[src/rtl/osc_wave_shaper.sv]
// Oscillator wave shaper: turns each time-multiplexed NCO phase word into a signed 16-bit sample.
// Define OSC_SHAPER_LEVEL_EN to add a per-slot level multiply stage (latency 4 instead of 3).
module osc_wave_shaper #(
    parameter int unsigned VOICES  = 8,
    parameter int unsigned V_OSC   = 4,
    parameter int unsigned V_WIDTH = 3,
    parameter int unsigned O_WIDTH = 2
) (
    input  logic               sCLK_XVXOSC,
    input  logic               iRST,
    input  logic               in_valid,
    input  logic [10:0]        phase_acc,
    input  logic [V_WIDTH-1:0] vx,
    input  logic [O_WIDTH-1:0] ox,
    input  logic               cfg_we,
    input  logic [V_WIDTH-1:0] cfg_vx,
    input  logic [O_WIDTH-1:0] cfg_ox,
    input  logic [1:0]         cfg_wave,
    input  logic [10:0]        cfg_pw,
    input  logic [7:0]         cfg_level,
    output logic [15:0]        sample,
    output logic [V_WIDTH-1:0] out_vx,
    output logic [O_WIDTH-1:0] out_ox,
    output logic               out_valid
);
    typedef enum logic [1:0] {WaveSaw = 2'd0, WavePulse = 2'd1, WaveTri = 2'd2, WaveSine = 2'd3}
        wave_e;

    wave_e       wave_tbl_q [VOICES][V_OSC];
    logic [10:0] pw_tbl_q   [VOICES][V_OSC];
`ifdef OSC_SHAPER_LEVEL_EN
    logic [7:0]  level_tbl_q [VOICES][V_OSC];
`else
    logic        unused_level;
    assign unused_level = ^cfg_level;
`endif

    logic cfg_in_range, in_range;
    assign cfg_in_range = (32'(cfg_vx) < VOICES) && (32'(cfg_ox) < V_OSC);
    assign in_range     = (32'(vx) < VOICES) && (32'(ox) < V_OSC);

    always_ff @(posedge sCLK_XVXOSC or posedge iRST) begin
        if (iRST) begin
            for (int v = 0; v < int'(VOICES); v++) begin
                for (int o = 0; o < int'(V_OSC); o++) begin
                    wave_tbl_q[v][o] <= WaveSaw;
                    pw_tbl_q[v][o]   <= 11'h400;
`ifdef OSC_SHAPER_LEVEL_EN
                    level_tbl_q[v][o] <= 8'hFF;
`endif
                end
            end
        end else if (cfg_we && cfg_in_range) begin
            wave_tbl_q[cfg_vx][cfg_ox] <= wave_e'(cfg_wave);
            pw_tbl_q[cfg_vx][cfg_ox]   <= cfg_pw;
`ifdef OSC_SHAPER_LEVEL_EN
            level_tbl_q[cfg_vx][cfg_ox] <= cfg_level;
`endif
        end
    end

    // S1: phase, tags and slot config. The table read is registered here, so a same-cycle
    // write to the same slot is only seen by later inputs.
    logic               s1_valid_q, s1_in_range_q;
    logic [10:0]        s1_phase_q, s1_pw_q;
    logic [V_WIDTH-1:0] s1_vx_q;
    logic [O_WIDTH-1:0] s1_ox_q;
    wave_e              s1_wave_q;
`ifdef OSC_SHAPER_LEVEL_EN
    logic [7:0]         s1_level_q;
`endif

    always_ff @(posedge sCLK_XVXOSC or posedge iRST) begin
        if (iRST) begin
            s1_valid_q    <= 1'b0;
            s1_in_range_q <= 1'b0;
            s1_phase_q    <= '0;
            s1_pw_q       <= '0;
            s1_vx_q       <= '0;
            s1_ox_q       <= '0;
            s1_wave_q     <= WaveSaw;
`ifdef OSC_SHAPER_LEVEL_EN
            s1_level_q    <= '0;
`endif
        end else begin
            s1_valid_q    <= in_valid;
            s1_in_range_q <= in_range;
            s1_phase_q    <= phase_acc;
            s1_vx_q       <= vx;
            s1_ox_q       <= ox;
            s1_pw_q       <= in_range ? pw_tbl_q[vx][ox] : 11'd0;
            s1_wave_q     <= in_range ? wave_tbl_q[vx][ox] : WaveSaw;
`ifdef OSC_SHAPER_LEVEL_EN
            s1_level_q    <= in_range ? level_tbl_q[vx][ox] : 8'd0;
`endif
        end
    end

    // S2: waveform arithmetic
    logic [9:0]  tri_t, sine_h;
    logic [19:0] sine_y;
    logic [15:0] sine_s, wave_d;

    always_comb begin
        tri_t  = s1_phase_q[10] ? ~s1_phase_q[9:0] : s1_phase_q[9:0];
        sine_h = s1_phase_q[9:0];
        sine_y = {10'd0, sine_h} * {10'd0, 10'd1023 - sine_h};
        sine_s = 16'(sine_y >> 3);
        wave_d = 16'd0;
        unique case (s1_wave_q)
            WaveSaw:   wave_d = {~s1_phase_q[10], s1_phase_q[9:0], 5'd0};
            WavePulse: wave_d = (s1_phase_q < s1_pw_q) ? 16'h7FFF : 16'h8000;
            WaveTri:   wave_d = {~tri_t[9], tri_t[8:0], 6'd0};
            WaveSine:  wave_d = s1_phase_q[10] ? 16'd0 - sine_s : sine_s;
            default:   wave_d = 16'd0;
        endcase
        if (!s1_in_range_q) begin
            wave_d = 16'd0;
        end
    end

    logic               s2_valid_q;
    logic [15:0]        s2_wave_q;
    logic [V_WIDTH-1:0] s2_vx_q;
    logic [O_WIDTH-1:0] s2_ox_q;
`ifdef OSC_SHAPER_LEVEL_EN
    logic [7:0]         s2_level_q;
`endif

    always_ff @(posedge sCLK_XVXOSC or posedge iRST) begin
        if (iRST) begin
            s2_valid_q <= 1'b0;
            s2_wave_q  <= '0;
            s2_vx_q    <= '0;
            s2_ox_q    <= '0;
`ifdef OSC_SHAPER_LEVEL_EN
            s2_level_q <= '0;
`endif
        end else begin
            s2_valid_q <= s1_valid_q;
            s2_wave_q  <= wave_d;
            s2_vx_q    <= s1_vx_q;
            s2_ox_q    <= s1_ox_q;
`ifdef OSC_SHAPER_LEVEL_EN
            s2_level_q <= s1_level_q;
`endif
        end
    end

    logic               fin_valid;
    logic [15:0]        fin_sample;
    logic [V_WIDTH-1:0] fin_vx;
    logic [O_WIDTH-1:0] fin_ox;

`ifdef OSC_SHAPER_LEVEL_EN
    logic               s3_valid_q;
    logic [15:0]        s3_wave_q;
    logic [7:0]         s3_level_q;
    logic [V_WIDTH-1:0] s3_vx_q;
    logic [O_WIDTH-1:0] s3_ox_q;
    logic signed [24:0] level_prod;

    always_ff @(posedge sCLK_XVXOSC or posedge iRST) begin
        if (iRST) begin
            s3_valid_q <= 1'b0;
            s3_wave_q  <= '0;
            s3_level_q <= '0;
            s3_vx_q    <= '0;
            s3_ox_q    <= '0;
        end else begin
            s3_valid_q <= s2_valid_q;
            s3_wave_q  <= s2_wave_q;
            s3_level_q <= s2_level_q;
            s3_vx_q    <= s2_vx_q;
            s3_ox_q    <= s2_ox_q;
        end
    end

    // Level is unsigned; the zero-extended operand keeps the product signed-correct.
    assign level_prod = $signed(s3_wave_q) * $signed({1'b0, s3_level_q});
    assign fin_valid  = s3_valid_q;
    assign fin_sample = 16'(level_prod >>> 8);
    assign fin_vx     = s3_vx_q;
    assign fin_ox     = s3_ox_q;
`else
    assign fin_valid  = s2_valid_q;
    assign fin_sample = s2_wave_q;
    assign fin_vx     = s2_vx_q;
    assign fin_ox     = s2_ox_q;
`endif

    // Final output stage; sample and tags hold while no valid arrives.
    logic               out_valid_q;
    logic [15:0]        sample_q;
    logic [V_WIDTH-1:0] out_vx_q;
    logic [O_WIDTH-1:0] out_ox_q;

    always_ff @(posedge sCLK_XVXOSC or posedge iRST) begin
        if (iRST) begin
            out_valid_q <= 1'b0;
            sample_q    <= '0;
            out_vx_q    <= '0;
            out_ox_q    <= '0;
        end else begin
            out_valid_q <= fin_valid;
            if (fin_valid) begin
                sample_q <= fin_sample;
                out_vx_q <= fin_vx;
                out_ox_q <= fin_ox;
            end
        end
    end

    assign out_valid = out_valid_q;
    assign sample    = sample_q;
    assign out_vx    = out_vx_q;
    assign out_ox    = out_ox_q;

endmodule
[config.mk]
export PLATFORM = sky130hd
export DESIGN_NAME = osc_wave_shaper
export DESIGN_NICKNAME = d
export VERILOG_FILES = /design/src/rtl/osc_wave_shaper.sv
export SDC_FILE = /design/constraint.sdc
export NUM_CORES = 1
export LEC_CHECK = 0
export ABC_AREA = 0
export BUFFER_PORTS_ARGS = -buffer_cell sky130_fd_sc_hd__clkbuf_2
export CAP_MARGIN = 20
export CORE_UTILIZATION = 47
export DETAILED_ROUTE_END_ITERATION = 6
export HOLD_SLACK_MARGIN = 0.05
export PLACE_DENSITY = 0.76
export SYNTH_ARGS = -nofsm -noshare
export SYNTH_HDL_FRONTEND = slang
export SYNTH_SLANG_ARGS = --single-unit
[constraint.sdc]
create_clock -name sCLK_XVXOSC -period 15.5 [get_ports sCLK_XVXOSC]
set_input_delay 1.55 -clock sCLK_XVXOSC [delete_from_list [all_inputs] [get_ports sCLK_XVXOSC]]
set_output_delay 1.55 -clock sCLK_XVXOSC [all_outputs]
set_load 0.005 [all_outputs]
[Word level (Yosys, flattened, before mapping)]
Cells that the tools add are included.
Cells by class
  $add $sub $neg: 2
  multipliers: 1
  $lt $le $gt $ge: 7
  equal/unequal tests: 3
  muxes and demuxes: 27
  bitwise gates (word level): 7
  reduce and logical (&&, ||, !) cells: 3
Operator list (count)
  bitwise mux 352 bit: 1
  binary-select mux 44 bit (select 3 bit): 1
  demux 44 bit (select 3 bit): 1
  2-to-1 mux 44 bit: 3
  bitwise mux 64 bit: 1
  one-hot mux 16 bit (4 select lines): 1
  2-to-1 mux 16 bit: 3
  2-to-1 mux 11 bit: 3
  binary-select mux 8 bit (select 3 bit): 1
  demux 8 bit (select 3 bit): 1
  2-to-1 mux 8 bit: 3
  binary-select mux 11 bit (select 2 bit): 1
  demux 11 bit (select 2 bit): 1
  multiplier 10 x 10 -> 19 bit: 1
  subtractor 1 x 16 -> 16 bit, first input constant: 1
  less-than comparator 11 bit: 1
  2-to-1 mux 10 bit: 1
  inverter 10 bit: 1
  subtractor 10 bit, first input constant: 1
  greater-or-equal comparator 4 bit, second input constant: 2
  inverter 3 -> 4 bit: 2
  greater-or-equal comparator 3 bit, second input constant: 2
  2-to-1 mux 2 bit: 3
  inverter 2 -> 3 bit: 2
  other kinds (9): 12
Word-level totals
  flip-flop bits (word level): 491

[Longest topological paths before layout]
  depth in word-level cells: 8
  depth in mapped cells: 24
  mapped depth without buffers: 21

[Worst setup path after synthesis]
No wires, ideal clock.
  kind: reg-to-reg
  start point: reg s1_phase_q[2]
  end point: reg s2_wave_q[15], in the netlist fin_sample[15]
  setup time: 0.126 ns
  arrival: 5.771 ns
  setup slack: 9.603 ns
  stages on the path, launching flop included: 24
  period minus slack after synthesis: 5.897 ns
  path through: dfrtp_1 clkbuf_1 inv_1 clkbuf_1 nand2_1 fa_1 inv_1 fa_1 inv_1 fa_1 inv_1 fa_1 inv_1 fa_1 inv_1 ha_1 and4_1 a32o_2 o211ai_2 a21boi_1 nand4_1 o31ai_1 and4b_1 nor3_2
On the way
  word-level cells in the longest chain between the ends: 6
  elaborated cells on any way between the ends: 8
  those cells by class: add/sub: 2; mul: 1; order compare: 1; mux: 4
RTL lines
  from (decl): line 65  | logic [10:0] s1_phase_q, s1_pw_q;
  from (signal assigned): line 88  | s1_phase_q <= phase_acc;
  subtractor 10 bit: line 107  | sine_y = {10'd0, sine_h} * {10'd0, 10'd1023 - sine_h};
  multiplier 10 x 10 -> 19 bit: line 107
  subtractor 1 x 16 -> 16 bit: line 114  | WaveSine: wave_d = s1_phase_q[10] ? 16'd0 - sine_s : sine_s;
  2-to-1 mux 16 bit: line 114
  one-hot mux 16 bit (4 select lines) (*): line 110  | unique case (s1_wave_q)
  2-to-1 mux 16 bit (*): line 117  | if (!s1_in_range_q) begin
  net wave_d[15]: line 102  | logic [15:0] sine_s, wave_d;
  to (signal assigned): line 141  | s2_wave_q <= wave_d;
  to (decl): line 123  | logic [15:0] s2_wave_q;
Mark *: on every way through the listed nets, which the timed path passes. The rest lies on a longest branch.
A chain may end at the register's enable or synchronous reset.

[Worst setup path in the final report]
  start point: reg s1_phase_q[4]
  end point: reg s2_wave_q[15], in the netlist fin_sample[15]
Same word-level chain as after synthesis.

==> run_results.csv <==
group,metric,value,unit
status,status,"finished clean",
setup_path,worstPathArrival,7.15,ns
setup_path,worst_setup_path_end_kind,"flip-flop",
job,maxCapViolCount,0,
placement,placed_cell_area,26400,µm²
synth,synthArstFlopShare,100,%
sta,final_max_slew_viol_count,0,
min_path,hold_class,"reg -> reg",
sta,finalClockSkew,0.0269,ns
synth,yosysWarnings,0,
floorplan,row_count,85,
min_path,holdPathStages,0,
route,drt_first_pass_iters,5,
grt,antenna_found_initial,3,
route,via_count,15100,
sta,max_freq,150,MHz
synth,synth.yosys.seq_area_share,48.2,%
floorplan,die-area,55300,µm²
cts,cts_buffers,49,
cts,clock_path_buffers,3,
synth,synth.avg_cell_area,14.0,µm²
cts,path_clk_slew,0.07,ns
setup_path,r2r_setup_slack,8.82,ns
route,drc_errors,0,
synth,mappedNetlistArea,25600,µm²
sta,post-route-period-util,43.1,%
sta,slew_headroom,23.2,%
route,viasPerCell,5.90,
pwr,ir_worst_vdd,0.0000964,V
sta,fin_crit,6.68,ns
min_path,hold_end,"fin_ox[0]",
floorplan,start_util,47.5,%
cells_and_area,final_cell_area,28100,µm²
setup_path,reg2reg_to,"fin_sample[15]",
synth,synth_edf_count,0,
synth,ys_ff_latch,491,
sta,tightest_slew,1.15,ns
floorplan,die_x,235,µm
sta,finalSetupTns,0,ns
cts,cts-hold-fix-buffers,0,
cts,cts_tree,"yes",
sta,hold_viol,0,
placement,numPortBuffers,59,
pwr,p_per_area,151,nW/µm²
cts,htreeDepth,2,
grt,overflow,0,
sta,setup_viol,0,
synth,synth_ff_type,"dfrtp_1",
cells_and_area,nNetsFinal,1998,
setup_path,critPathLaunchType,"flip-flop",
grt,grt_max_degree,180,
route,drt-total-wl,57.6,mm
setup_path,r2r-start,"s1_phase_q[4]",
floorplan,num_io_pins,68,
setup_path,path_max_fanout,13,
setup_path,worstSetupPathType,"reg -> reg",
min_path,min_from,"s1_ox_q[0]",
synth,postSynthCellCount,1826,
cts,post_cts_buffers,0,
pwr,cellLeakagePower,12.8,nW
setup_path,crit_required,15.97,ns
cells_and_area,drive_gt1_share,43.0,%
grt,grt_pass1_wl,93.0,mm
sta,grt_setup_unrepaired,"no",
cells_and_area,post-route-util,52.3,%
route,wl_per_cell,22.5,µm
cts,root_buffer,"clkbuf_16",
cts,clock-sinks,491,
grt,grt_util_all_layers,21.5,%
placement,dpl.hpwl,36.0,mm
cts,clk_latency,0.61,ns
setup_path,reg2regPathDepth,19,
floorplan,fp.dieH,235,µm
placement,finalWeightedCongestion,0.839,
route,drt_iter0_drc,874,
synth,ys_types,79,
cells_and_area,syn2layout_area_growth,10.1,%
floorplan,coreArea,53800,µm²
cts,post_cts_resized,0,
grt,first_global_vias,16500,
route,drtAntennaViolNets,0,
synthesized netlist by cell type, drive strengths merged, types with 7 or more instances:
cell	n	area, µm²
inv	98	368
ha	77	963
mux2	451	5080
nor3	15	91.3
dfstp	32	841
o21ai	24	120
nand2b	8	50.1
nand3	9	45.0
a21o	11	83.8
xor2	10	87.6
mux4	130	2930
a21oi	26	130
fa	51	1020
o211ai	15	123
buf	34	154
clkbuf	101	379
xnor2	17	149
a31oi	7	43.8
nand2	71	267
dfrtp	459	11500
nor2	78	293
metrics by stage:
step | worst slack [ns] | power, mW | instances | hold slack [ns]
floorplan | 0.299 | 2.73 | 1827 | 0.331
global placement | 8.83 | 2.96 | 2466 | 0.333
detailed placement | 8.79 | 3.02 | 2466 | 0.337
CTS | 8.76 | 4.26 | 2558 | 0.347
global route | 8.33 | 4.49 | 2562 | 0.364
finish | 8.82 | 4.24 | 2562 | 0.347
where the power goes:
part	leakage, nW	total (mW)	switching, mW	internal (mW)
logic	5.74	1.34	0.688	0.647
registers	6.18	1.68	0.136	1.54
clock network	0.824	1.23	0.524	0.703
total	12.8	4.24	1.35	2.89
worst max-delay path by stage:
stage | cells past startpoint | to | slack, ns | start
final | 19 | fin_sample[15] | 8.82 | s1_phase_q[4]
after global routing | 19 | fin_sample[15] | 8.33 | s1_phase_q[4]
after CTS | 19 | fin_sample[15] | 8.76 | s1_phase_q[4]
after detailed placement | 19 | fin_sample[15] | 8.79 | s1_phase_q[4]
after global placement | 19 | fin_sample[15] | 8.83 | s1_phase_q[4]
after floorplan | 1 | fin_ox[0] | 0.30 | iRST
registers in the layout, summed over array words and instances, names as in the netlist:
register	count
fin_ox	2
fin_sample	16
fin_valid	1
fin_vx	3
out_ox	2
out_valid	1
out_vx	3
pw_tbl_q	352
s1_in_range_q	1
s1_ox_q	2
s1_phase_q	11
s1_pw_q	11
s1_valid_q	1
s1_vx_q	3
s1_wave_q	2
sample	16
wave_tbl_q	64
placed cells by master (no fill, tap or decap), types with 5 or more instances in the layout:
cell	n
xor2_1	10
xnor2_1	17
dfrtp_1	459
mux4_2	130
nand3_1	9
a21oi_1	26
nand2b_1	8
a21o_1	10
o211ai_1	13
clkbuf_16	49
nand2_1	71
nor3b_1	6
nand4_1	5
buf_4	19
fa_1	51
o21ai_0	20
nor2_2	7
clkbuf_2	57
and3_1	5
clkinv_2	10
a31oi_1	7
nor2_1	71
clkbuf_1	13
mux2_2	451
nand3b_1	6
inv_1	97
nor3_1	13
dfstp_2	32
clkbuf_8	9
or3_1	6
ha_1	77
cell families (layout without fill, tap and decap cells):
kind of cell / count (synthesis) / in the layout / synth area share [%]
AOI/OAI and AO/OA: 129 / 129 / 3.79
adders and majority gates: 128 / 128 / 7.76
muxes: 583 / 583 / 31.4
buffers and inverters: 237 / 275 / 3.58
other: 1 / 3 / 0.0147
and+or+nand+nor: 230 / 230 / 4.28
xor gates and xnor gates: 27 / 27 / 0.925
DFF: 491 / 491 / 48.2
worst max-delay path, stage by stage (launching register included):
cell and delay (ns):
dfrtp_1 0.78, clkinv_1 0.58, nand2_1 0.24, fa_1 0.44, fa_1 0.54, inv_1 0.05
fa_1 0.45, fa_1 0.49, inv_1 0.05, fa_1 0.48, inv_1 0.04, ha_1 0.38
a21o_1 0.23, a21oi_1 0.21, mux2_2 0.36, a41oi_1 0.29, nand4_2 0.20, o31ai_1 0.40
and4b_1 0.26, nor3_2 0.05
layout make-up:
class / instances / area (µm²)
fill: 4410 / 25700
multi-input combinational: 1099 / 12300
sequential: 491 / 12300
clock buffer: 71 / 1400
tap: 696 / 871
timing repair buffer: 81 / 542
inverter: 102 / 390
clock inverter: 21 / 278
antenna: 1 / 2.50
metal layers:
metal	GRT usage, %	share of wire, %
met1	27.7	42
met2	37.3	51
met3	3.17	4.4
met4	7.04	2.7
met5	0	0.040
No activity file was read; power rests on OpenSTA's default activity.
